[config.mk]
export PLATFORM = sky130hd
export DESIGN_NAME = axi4_burst_addr_gen
export DESIGN_NICKNAME = d
export VERILOG_FILES = /design/src/rtl/axi4_burst_addr_gen.sv
export SDC_FILE = /design/constraint.sdc
export NUM_CORES = 1
export LEC_CHECK = 0
export BUFFER_PORTS_ARGS = -buffer_cell sky130_fd_sc_hd__clkbuf_2
export CELL_PAD_IN_SITES_DETAIL_PLACEMENT = 1
export CELL_PAD_IN_SITES_GLOBAL_PLACEMENT = 2
export CORE_MARGIN = 2
export CORE_UTILIZATION = 30
export CTS_CLUSTER_SIZE = 8
export DETAILED_ROUTE_END_ITERATION = 12
export PLACE_DENSITY_LB_ADDON = 0.3
export SYNTH_ARGS = -nofsm -noshare
export SYNTH_HDL_FRONTEND = slang
export SYNTH_SLANG_ARGS = --single-unit
[constraint.sdc]
create_clock -name clk -period 3.65 [get_ports clk]
set_input_delay 0.365 -clock clk [delete_from_list [all_inputs] [get_ports clk]]
set_output_delay 0.365 -clock clk [all_outputs]
set_load 0.02 [all_outputs]
[src/rtl/axi4_burst_addr_gen.sv]
// AXI4 per-beat address generator: takes one AW/AR-style burst command and
// emits one address per data beat (FIXED/INCR/WRAP), with SLVERR on illegal bursts.
module axi4_burst_addr_gen #(
  parameter int ADDR_W   = 32,
  parameter int DATA_W   = 64,
  parameter int LEN_W    = 8,
  parameter int CHECK_4K = 1
) (
  input  logic              clk,
  input  logic              rst,
  input  logic              cmd_valid,
  output logic              cmd_ready,
  input  logic [ADDR_W-1:0] cmd_addr,
  input  logic [LEN_W-1:0]  cmd_len,
  input  logic [2:0]        cmd_size,
  input  logic [1:0]        cmd_burst,
  output logic              beat_valid,
  input  logic              beat_ready,
  output logic [ADDR_W-1:0] beat_addr,
  output logic [LEN_W-1:0]  beat_idx,
  output logic              beat_last,
  output logic [1:0]        beat_resp
);

  localparam int         MAX_SIZE    = $clog2(DATA_W/8);
  localparam logic [1:0] RESP_OKAY   = 2'b00;
  localparam logic [1:0] RESP_SLVERR = 2'b10;
  localparam logic [1:0] BURST_FIXED = 2'd0;
  localparam logic [1:0] BURST_INCR  = 2'd1;
  localparam logic [1:0] BURST_WRAP  = 2'd2;
  localparam logic [1:0] BURST_RSVD  = 2'd3;

  typedef enum logic {IDLE, BURST} state_t;
  typedef enum logic [1:0] {M_FIXED, M_INCR, M_WRAP} mode_t;

  function automatic logic wrap_len_ok(input logic [LEN_W-1:0] len);
    return (len == LEN_W'(1)) || (len == LEN_W'(3)) ||
           (len == LEN_W'(7)) || (len == LEN_W'(15));
  endfunction

  state_t            r_state, w_state_nxt;
  mode_t             r_mode, w_mode;
  logic [ADDR_W-1:0] r_addr, r_s, r_smask, r_wrap_b, r_wrap_mask;
  logic [LEN_W-1:0]  r_idx, r_len;
  logic [1:0]        r_resp;

  logic              w_cmd_fire, w_beat_fire, w_last;
  logic [ADDR_W-1:0] w_s, w_s_mask, w_len_ext, w_total, w_wrap_mask;
  logic [ADDR_W-1:0] w_start_align, w_end, w_sum, w_next;
  logic              w_size_err, w_wrap_ok, w_cross, w_err;

  assign w_cmd_fire  = cmd_valid & cmd_ready;
  assign w_beat_fire = beat_valid & beat_ready;
  assign w_last      = (r_idx == r_len);

  // Command decode: everything here is captured at acceptance only.
  assign w_s           = ADDR_W'(1) << cmd_size;
  assign w_s_mask      = w_s - ADDR_W'(1);
  assign w_len_ext     = ADDR_W'(cmd_len);
  assign w_total       = (w_len_ext + ADDR_W'(1)) << cmd_size;
  assign w_wrap_mask   = w_total - ADDR_W'(1);
  assign w_start_align = cmd_addr & ~w_s_mask;
  assign w_end         = w_start_align + (w_len_ext << cmd_size);
  assign w_size_err    = (cmd_size > 3'(MAX_SIZE));
  assign w_wrap_ok     = (cmd_burst == BURST_WRAP) && wrap_len_ok(cmd_len) &&
                         ((cmd_addr & w_s_mask) == '0);
  // Page compare through XOR so every bit of the end address participates.
  assign w_cross       = (CHECK_4K != 0) && (cmd_burst == BURST_INCR) &&
                         (|((w_end ^ cmd_addr) >> 12));
  assign w_err         = (cmd_burst == BURST_RSVD) ||
                         ((cmd_burst == BURST_WRAP) && !w_wrap_ok) ||
                         w_size_err || w_cross;

  always_comb begin
    w_mode = M_INCR;
    if (cmd_burst == BURST_FIXED) w_mode = M_FIXED;
    else if (w_wrap_ok)           w_mode = M_WRAP;
  end

  // The single address-path adder; aligning first makes beat 1 of an
  // unaligned INCR land on the next S boundary.
  assign w_sum = (r_addr & ~r_smask) + r_s;

  always_comb begin
    w_next = w_sum;
    case (r_mode)
      M_FIXED: w_next = r_addr;
      M_WRAP:  w_next = r_wrap_b | (w_sum & r_wrap_mask);
      default: w_next = w_sum;
    endcase
  end

  always_ff @(posedge clk) begin
    if (rst) r_state <= IDLE;
    else     r_state <= w_state_nxt;
  end

  always_comb begin
    w_state_nxt = r_state;
    case (r_state)
      IDLE:    if (w_cmd_fire)            w_state_nxt = BURST;
      BURST:   if (w_beat_fire && w_last) w_state_nxt = IDLE;
      default: w_state_nxt = IDLE;
    endcase
  end

  always_ff @(posedge clk) begin
    if (rst) begin
      r_addr      <= '0;
      r_idx       <= '0;
      r_len       <= '0;
      r_resp      <= RESP_OKAY;
      r_mode      <= M_INCR;
      r_s         <= '0;
      r_smask     <= '0;
      r_wrap_b    <= '0;
      r_wrap_mask <= '0;
    end else if (w_cmd_fire) begin
      r_addr      <= cmd_addr;
      r_idx       <= '0;
      r_len       <= cmd_len;
      r_resp      <= w_err ? RESP_SLVERR : RESP_OKAY;
      r_mode      <= w_mode;
      r_s         <= w_s;
      r_smask     <= w_s_mask;
      r_wrap_b    <= cmd_addr & ~w_wrap_mask;
      r_wrap_mask <= w_wrap_mask;
    end else if (w_beat_fire && !w_last) begin
      r_addr <= w_next;
      r_idx  <= r_idx + LEN_W'(1);
    end
  end

  assign cmd_ready  = (r_state == IDLE) && !rst;
  assign beat_valid = (r_state == BURST);
  assign beat_addr  = r_addr;
  assign beat_idx   = r_idx;
  assign beat_last  = beat_valid && w_last;
  assign beat_resp  = r_resp;

endmodule
==> results of run 1 <==
[layer usage]
metal	vias up	part of all wire
met3	21	0.037
met4	0	0.0099
li1	4509	-
met5	-	0
met2	207	0.46
met1	4604	0.49
[worst reg2reg max path, cell delays in order, from the launching register on]
cell	delay, ps
dfxtp_1	360
nor2b_1	170
ha_1	220
fa_1	230
a21o_1	130
a21oi_1	90
o21bai_1	150
a21oi_1	120
a21oi_1	870
nand3_1	200
xnor2_1	180
a2111oi_0	370
[Yosys cell counts, types with 9 or more instances]
library cell,n,share of area
a22oi_1,10,0.0081
nand3b_1,23,0.019
nor3_1,30,0.016
xnor2_1,30,0.029
ha_1,29,0.039
a22o_1,9,0.0086
inv_1,16,0.0065
clkbuf_1,55,0.022
and2_1,16,0.011
and3_1,9,0.0061
a31oi_1,13,0.0088
o21ai_0,76,0.041
nand2b_1,34,0.023
xor2_1,18,0.017
o21bai_1,9,0.0073
mux2i_1,15,0.016
a21oi_1,75,0.041
buf_1,11,0.0045
or3_1,11,0.0075
nor2b_1,34,0.023
a21o_1,29,0.024
nand3_1,36,0.020
o211ai_1,15,0.012
a32o_1,15,0.016
a211oi_1,13,0.011
nand4_1,26,0.018
o22ai_1,13,0.0088
dfxtp_1,138,0.30
nor2_1,94,0.038
buf_2,20,0.011
nand2_1,111,0.045
[placed cells by master, fill, tap and decap left out, types with 6 or more instances in the layout]
master	instances
and3_1	9
clkbuf_16	17
a211oi_1	13
a22oi_1	10
a22o_1	9
a32o_1	15
nand2_1	110
o221ai_1	7
clkbuf_2	92
dfxtp_1	138
nand3_1	35
nor3_1	30
mux2_2	6
or3_1	11
ha_1	28
o211ai_1	15
a2111oi_0	6
inv_1	16
nor4_1	8
nor3b_1	7
a21o_1	29
nand3b_1	23
xor2_1	18
nand2b_1	34
a31oi_1	13
o21ai_0	75
o21bai_1	9
and2_1	15
o22ai_1	13
o31ai_1	8
buf_4	73
o21a_1	8
nor2_1	92
nand4_1	26
mux2i_1	15
a21oi_1	74
nor2b_1	33
xnor2_1	30
[flip-flops by register name, summed over array words and instances (netlist names)]
| register | count |
|---|---|
| beat_addr | 32 |
| r_wrap_b | 32 |
| r_wrap_mask | 31 |
| r_smask | 15 |
| beat_idx | 8 |
| r_len | 8 |
| r_s | 8 |
| r_mode | 2 |
| beat_resp | 1 |
| beat_valid | 1 |
[cell type report]
| class | count | area (um2) |
|---|---|---|
| repair buffers | 168 | 1069 |
| well taps | 396 | 495.5 |
| multi-input cells | 927 | 6027 |
| inverters | 18 | 68.82 |
| clock buffers | 22 | 484.2 |
| clock inverters | 10 | 140.1 |
| flip-flops and latches | 138 | 2763 |
| fillers | 3717 | 19380 |
[through the flow]
stage               instance area, um2  setup slack, ps  std cells  total power [mW]
finish                           11050            411.1       1679             4.620
global route                     11050            196.0       1679             4.833
CTS                              11050            393.9       1679             4.648
detailed placement               10420           -17.40       1647             2.805
global placement                 10420            99.86       1647             2.792
floorplan                         9274            22.44       1175             2.394
[worst paths after layout]
path,end,slack (ps),cells after the start
max reg2reg,beat_addr[12],420,11
min,beat_addr[29],200,3
max,beat_resp[1],410,15
min reg2reg,r_wrap_mask[17],450,1
[power by group]
part	leakage, nW	internal [mW]	switching [mW]
logic	2.98	0.413	0.671
clock network	0.298	1.15	0.691
registers	1.13	1.61	0.0870
total	4.41	3.17	1.45
[kinds of logic after synthesis]
| kind of cell | count (synthesis) | share of synthesized area |
|---|---|---|
| fa+ha+maj | 30 | 0.04155 |
| compound gates | 354 | 0.2634 |
| simple gates | 473 | 0.2747 |
| buf+inv | 110 | 0.05079 |
| flops | 138 | 0.2998 |
| mux | 21 | 0.02363 |
| xor+xnor | 48 | 0.04563 |
| other cells | 1 | 0.0004070 |
==> metrics.txt, run 1 <==
IR drop worst, VDD roughly 0.33 mV; clock tree buffer depth 2; met3 Usage GRT 0.02396; Avg Inst Size Synth between 7 and 8 um2; synthesis-to-finish area growth 19.89%; crit path launch type primary input; largest net degree at the start of global routing 55; setup bufs post-CTS 0; launch point of the worst path cmd_size[0]; Total GRT Usage 0.2276; clock latency on the worst-skew pair approximately 420 ps; sequential area share after synthesis 0.2998; crit path time final around 3200 ps; post-synthesis register bit count 138; Nets 1349; die width 179.3 um; grt ovf 0; Setup TNS 0 ps; Setup CP Type primary input to flip-flop; I/O pin count 94; DR WL/cell ~21 um; cts hold-fix bufs 0; TritonCTS Buffers 17; hold_sp cmd_addr[29]; vias per cell about 5.6; family with the most delay on the worst path simple AND/OR/NAND/NOR gates; CP Cell Sequence clkbuf_2 > inv_2 > nor2_4 > nand2_1 > ha_1 > nor3b_4 > nor2b_1 > ha_1 > nand4_1 > nor3_1 > a2111oi_0 > nand4_1 > or4_1 > o21ai_1 > o31ai_1; Die H approximately 180 um; Slew HR 0.2439; fin crit share 0.8874; critical path arrival around 3600 ps; core footprint 0.03043 mm2; WP data required between 3000 and 4000 ps; post-route ant nets 0; Die ar. 0.03213 mm2; status finished clean; Placer Congestion between 0.8 and 0.9; # rows 64; number of global-route vias before repair ~9300; RSZ-0062 raised after global routing no; antenna diode count 0; largest stage delay on the critical path between 400 and 500 ps; Max Cap Viol 0; Post-synth top flop dfxtp_1; clk_skew about 6.7 ps; Starting Density 0.3028; Leak Pwr ~4.4 nW; final core occ 0.3630; syn_nets 1254; worst-path maximum fanout 8; worst path bufs/invs 2; DRC 0; pwr/cell area between 400 and 500 mW/mm2; EDFF count, synth 0; GRT busiest layer met2; HPWL after DPL around 27000 um; cts repair resizes 0; warnings from Yosys 0; Final setup viols 0; synth unique cells 87; Hold WS just under 200 ps; met2 usage 0.3704; R2R Path Start beat_addr[0]; Hold Violations, Final 0; Slew Viols, Final 0; Crit-path slowest cell nor3b_4; clk root buf clkbuf_16; Reg clk slew, reported paths 60 ps; grt met1 use 0.3237; Post-Synthesis Cells approximately 1200; first-pass GRT wire length between 50000 and 60000 um; crit path capture type flip-flop; initial antenna violation count 0; Slew @ Worst Pin ~1100 ps; hold crit path type primary input to flip-flop; Mapped Area between 0.009 and 0.01 mm2; DR pass1 iterations 5; CTS H-tree lvls 4; Max Fclk 0.3087 GHz; CTS tree done; via count 9341; routed wire length roughly 36000 um; ys async rst share 0; layout cells sized above 1 0.1910; port buffer count about 90; DR iter-0 viols between 500 and 600; # clock sinks 138
No activity file was read; power rests on OpenSTA's default activity.
==> inputs of run 2 (changes only) <==
--- a/config.mk
+++ b/config.mk
@@ -12,7 +12,7 @@
 export CORE_UTILIZATION = 30
 export CTS_CLUSTER_SIZE = 8
 export DETAILED_ROUTE_END_ITERATION = 12
-export PLACE_DENSITY_LB_ADDON = 0.3
+export PLACE_DENSITY_LB_ADDON = 0.12
 export SYNTH_ARGS = -nofsm -noshare
 export SYNTH_HDL_FRONTEND = slang
 export SYNTH_SLANG_ARGS = --single-unit
==> run 2 against run 1 <==
Against the previous run:
- first-iteration DRC count up 7.9%
- sequential power is essentially flat
- non-clock buffer count up 12
- highest routed layer unchanged
==> metrics.txt, run 2 (synthesis results as in run 1) <==
status finished clean; Placed Instance Area around 0.010 mm2; core footprint about 0.03 mm2; Setup CP Type primary input to flip-flop; DR WL/cell about 22 um; TritonCTS Buffers 17; setup bufs post-CTS 0; die width around 180 um; design area 0.01111 mm2; IR drop worst, VDD 0.3075 mV; Reg clk slew, reported paths ~60 ps; crit path time final about 3200 ps; critical path arrival between 3000 and 4000 ps; crit path capture type flip-flop; Max Fclk between 0.3 and 0.4 GHz; final core occ 0.3651; Slew @ Worst Pin 892.2 ps; # clock sinks between 100 and 150; DRC 0; clk root buf clkbuf_16; fin crit share 0.8752; launch point of the worst path cmd_size[1]; vias per cell ~5.4; Worst Reg-to-Reg Cells 8; post-route insts no fill between 1500 and 2000; R2R setup slack between 600 and 700 ps; Nets between 1000 and 1500; antenna diode count 0; pwr/cell area ~420 mW/mm2; Final setup viols 0; grt ovf 0; R2R Path Start beat_addr[12]; post-route ant nets 0; port buffer count 92; Starting Density 0.3028; Max Cap Viol 0; CTS tree done; DR pass1 iterations 5; grt met1 use 0.3314; GRT busiest layer met2; dpl ws -8.317 ps; Placer Congestion about 0.9; Total GRT Usage 0.2341; HPWL after DPL roughly 29000 um; Hold Violations, Final 0; CTS H-tree lvls 4; clk_skew 8.759 ps; crit path launch type primary input; Die H 179.3 um; synthesis-to-finish area growth 20.57%; layout cells sized above 1 0.1961; clock latency on the worst-skew pair 430 ps; WP data required about 4000 ps; worst-path maximum fanout 8; cts hold-fix bufs 0; # rows between 60 and 70; commonest non-fill, non-tap cell in the layout dfxtp_1; reg2reg end beat_addr[29]; Die ar. about 0.032 mm2; largest net degree at the start of global routing 50; met3 Usage GRT 0.03096; initial antenna violation count 1; routed wire length about 37000 um; DR iter-0 viols ~560; I/O pin count 94; via count between 9000 and 10000; Setup TNS 0 ps; clock tree buffer depth 2; RSZ-0062 raised after global routing no; Slew Viols, Final 0; hold crit path type primary input to flip-flop; met2 usage 0.3776; most frequent cells in the layout dfxtp_1 (138), nand2_1 (110), nor2_1 (92), clkbuf_2 (92), buf_4 (87); first-pass GRT wire length around 57000 um; number of global-route vias before repair around 9000; final worst-path setup slack between 400 and 500 ps; placed cells between 1500 and 2000; cts repair resizes 0; worst setup path end beat_resp[1]; Leak Pwr ~4.5 nW; Slew HR 0.4038
-- run 2: report_power, final --
part           switching, mW  internal, mW
sequential            0.0832          1.61
combinational          0.681         0.422
clock                  0.672          1.19
total                   1.44          3.23
-- run 2: worst min path at each step --
stage / to / start / slack, ps / cells past startpoint
after floorplan: r_wrap_mask[11] / r_wrap_mask[11] / 420 / 2
after global placement: r_wrap_mask[4] / r_wrap_mask[4] / 430 / 1
after detailed placement: r_wrap_mask[4] / r_wrap_mask[4] / 440 / 1
after CTS: beat_addr[29] / cmd_addr[29] / 170 / 3
after global routing: r_wrap_b[25] / cmd_addr[25] / 180 / 2
final: r_wrap_b[29] / cmd_addr[29] / 190 / 2
-- run 2: routing by layer --
| metal | part of all wire | routed length [um] |
|---|---|---|
| met2 | 0.46 | 16910 |
| met5 | 0 | 0 |
| met1 | 0.50 | 18420 |
| met4 | 0.013 | 466 |
| met3 | 0.028 | 1036 |
-- run 2: final cells by class --
| cell class | instances | area (um2) |
|---|---|---|
| multi-input cells | 927 | 6027 |
| well taps | 396 | 495.5 |
| clock inverters | 8 | 140.1 |
| fillers | 3709 | 19320 |
| clock buffers | 24 | 481.7 |
| repair buffers | 180 | 1134 |
| flip-flops and latches | 138 | 2763 |
| inverters | 18 | 68.82 |
-- run 2: worst max-delay path, stage by stage --
cell and delay, ps:
clkbuf_2 210, clkinv_2 100, nand3_2 90, ha_1 340, nor3b_4 440, nor2b_1 90, ha_1 370, a21oi_2 180
nor3_1 70, a2111oi_0 390, nand4_1 140, or4_1 490, o21ai_1 150, o31ai_1 80
-- run 2: metrics by stage --
step / hold slack (ps) / total power [mW]
after floorplan: 419.9 / 2.394
after global placement: 431.1 / 2.823
after detailed placement: 436.7 / 2.830
after CTS: 174.5 / 4.701
after global routing: 176.7 / 4.891
final: 189.1 / 4.662
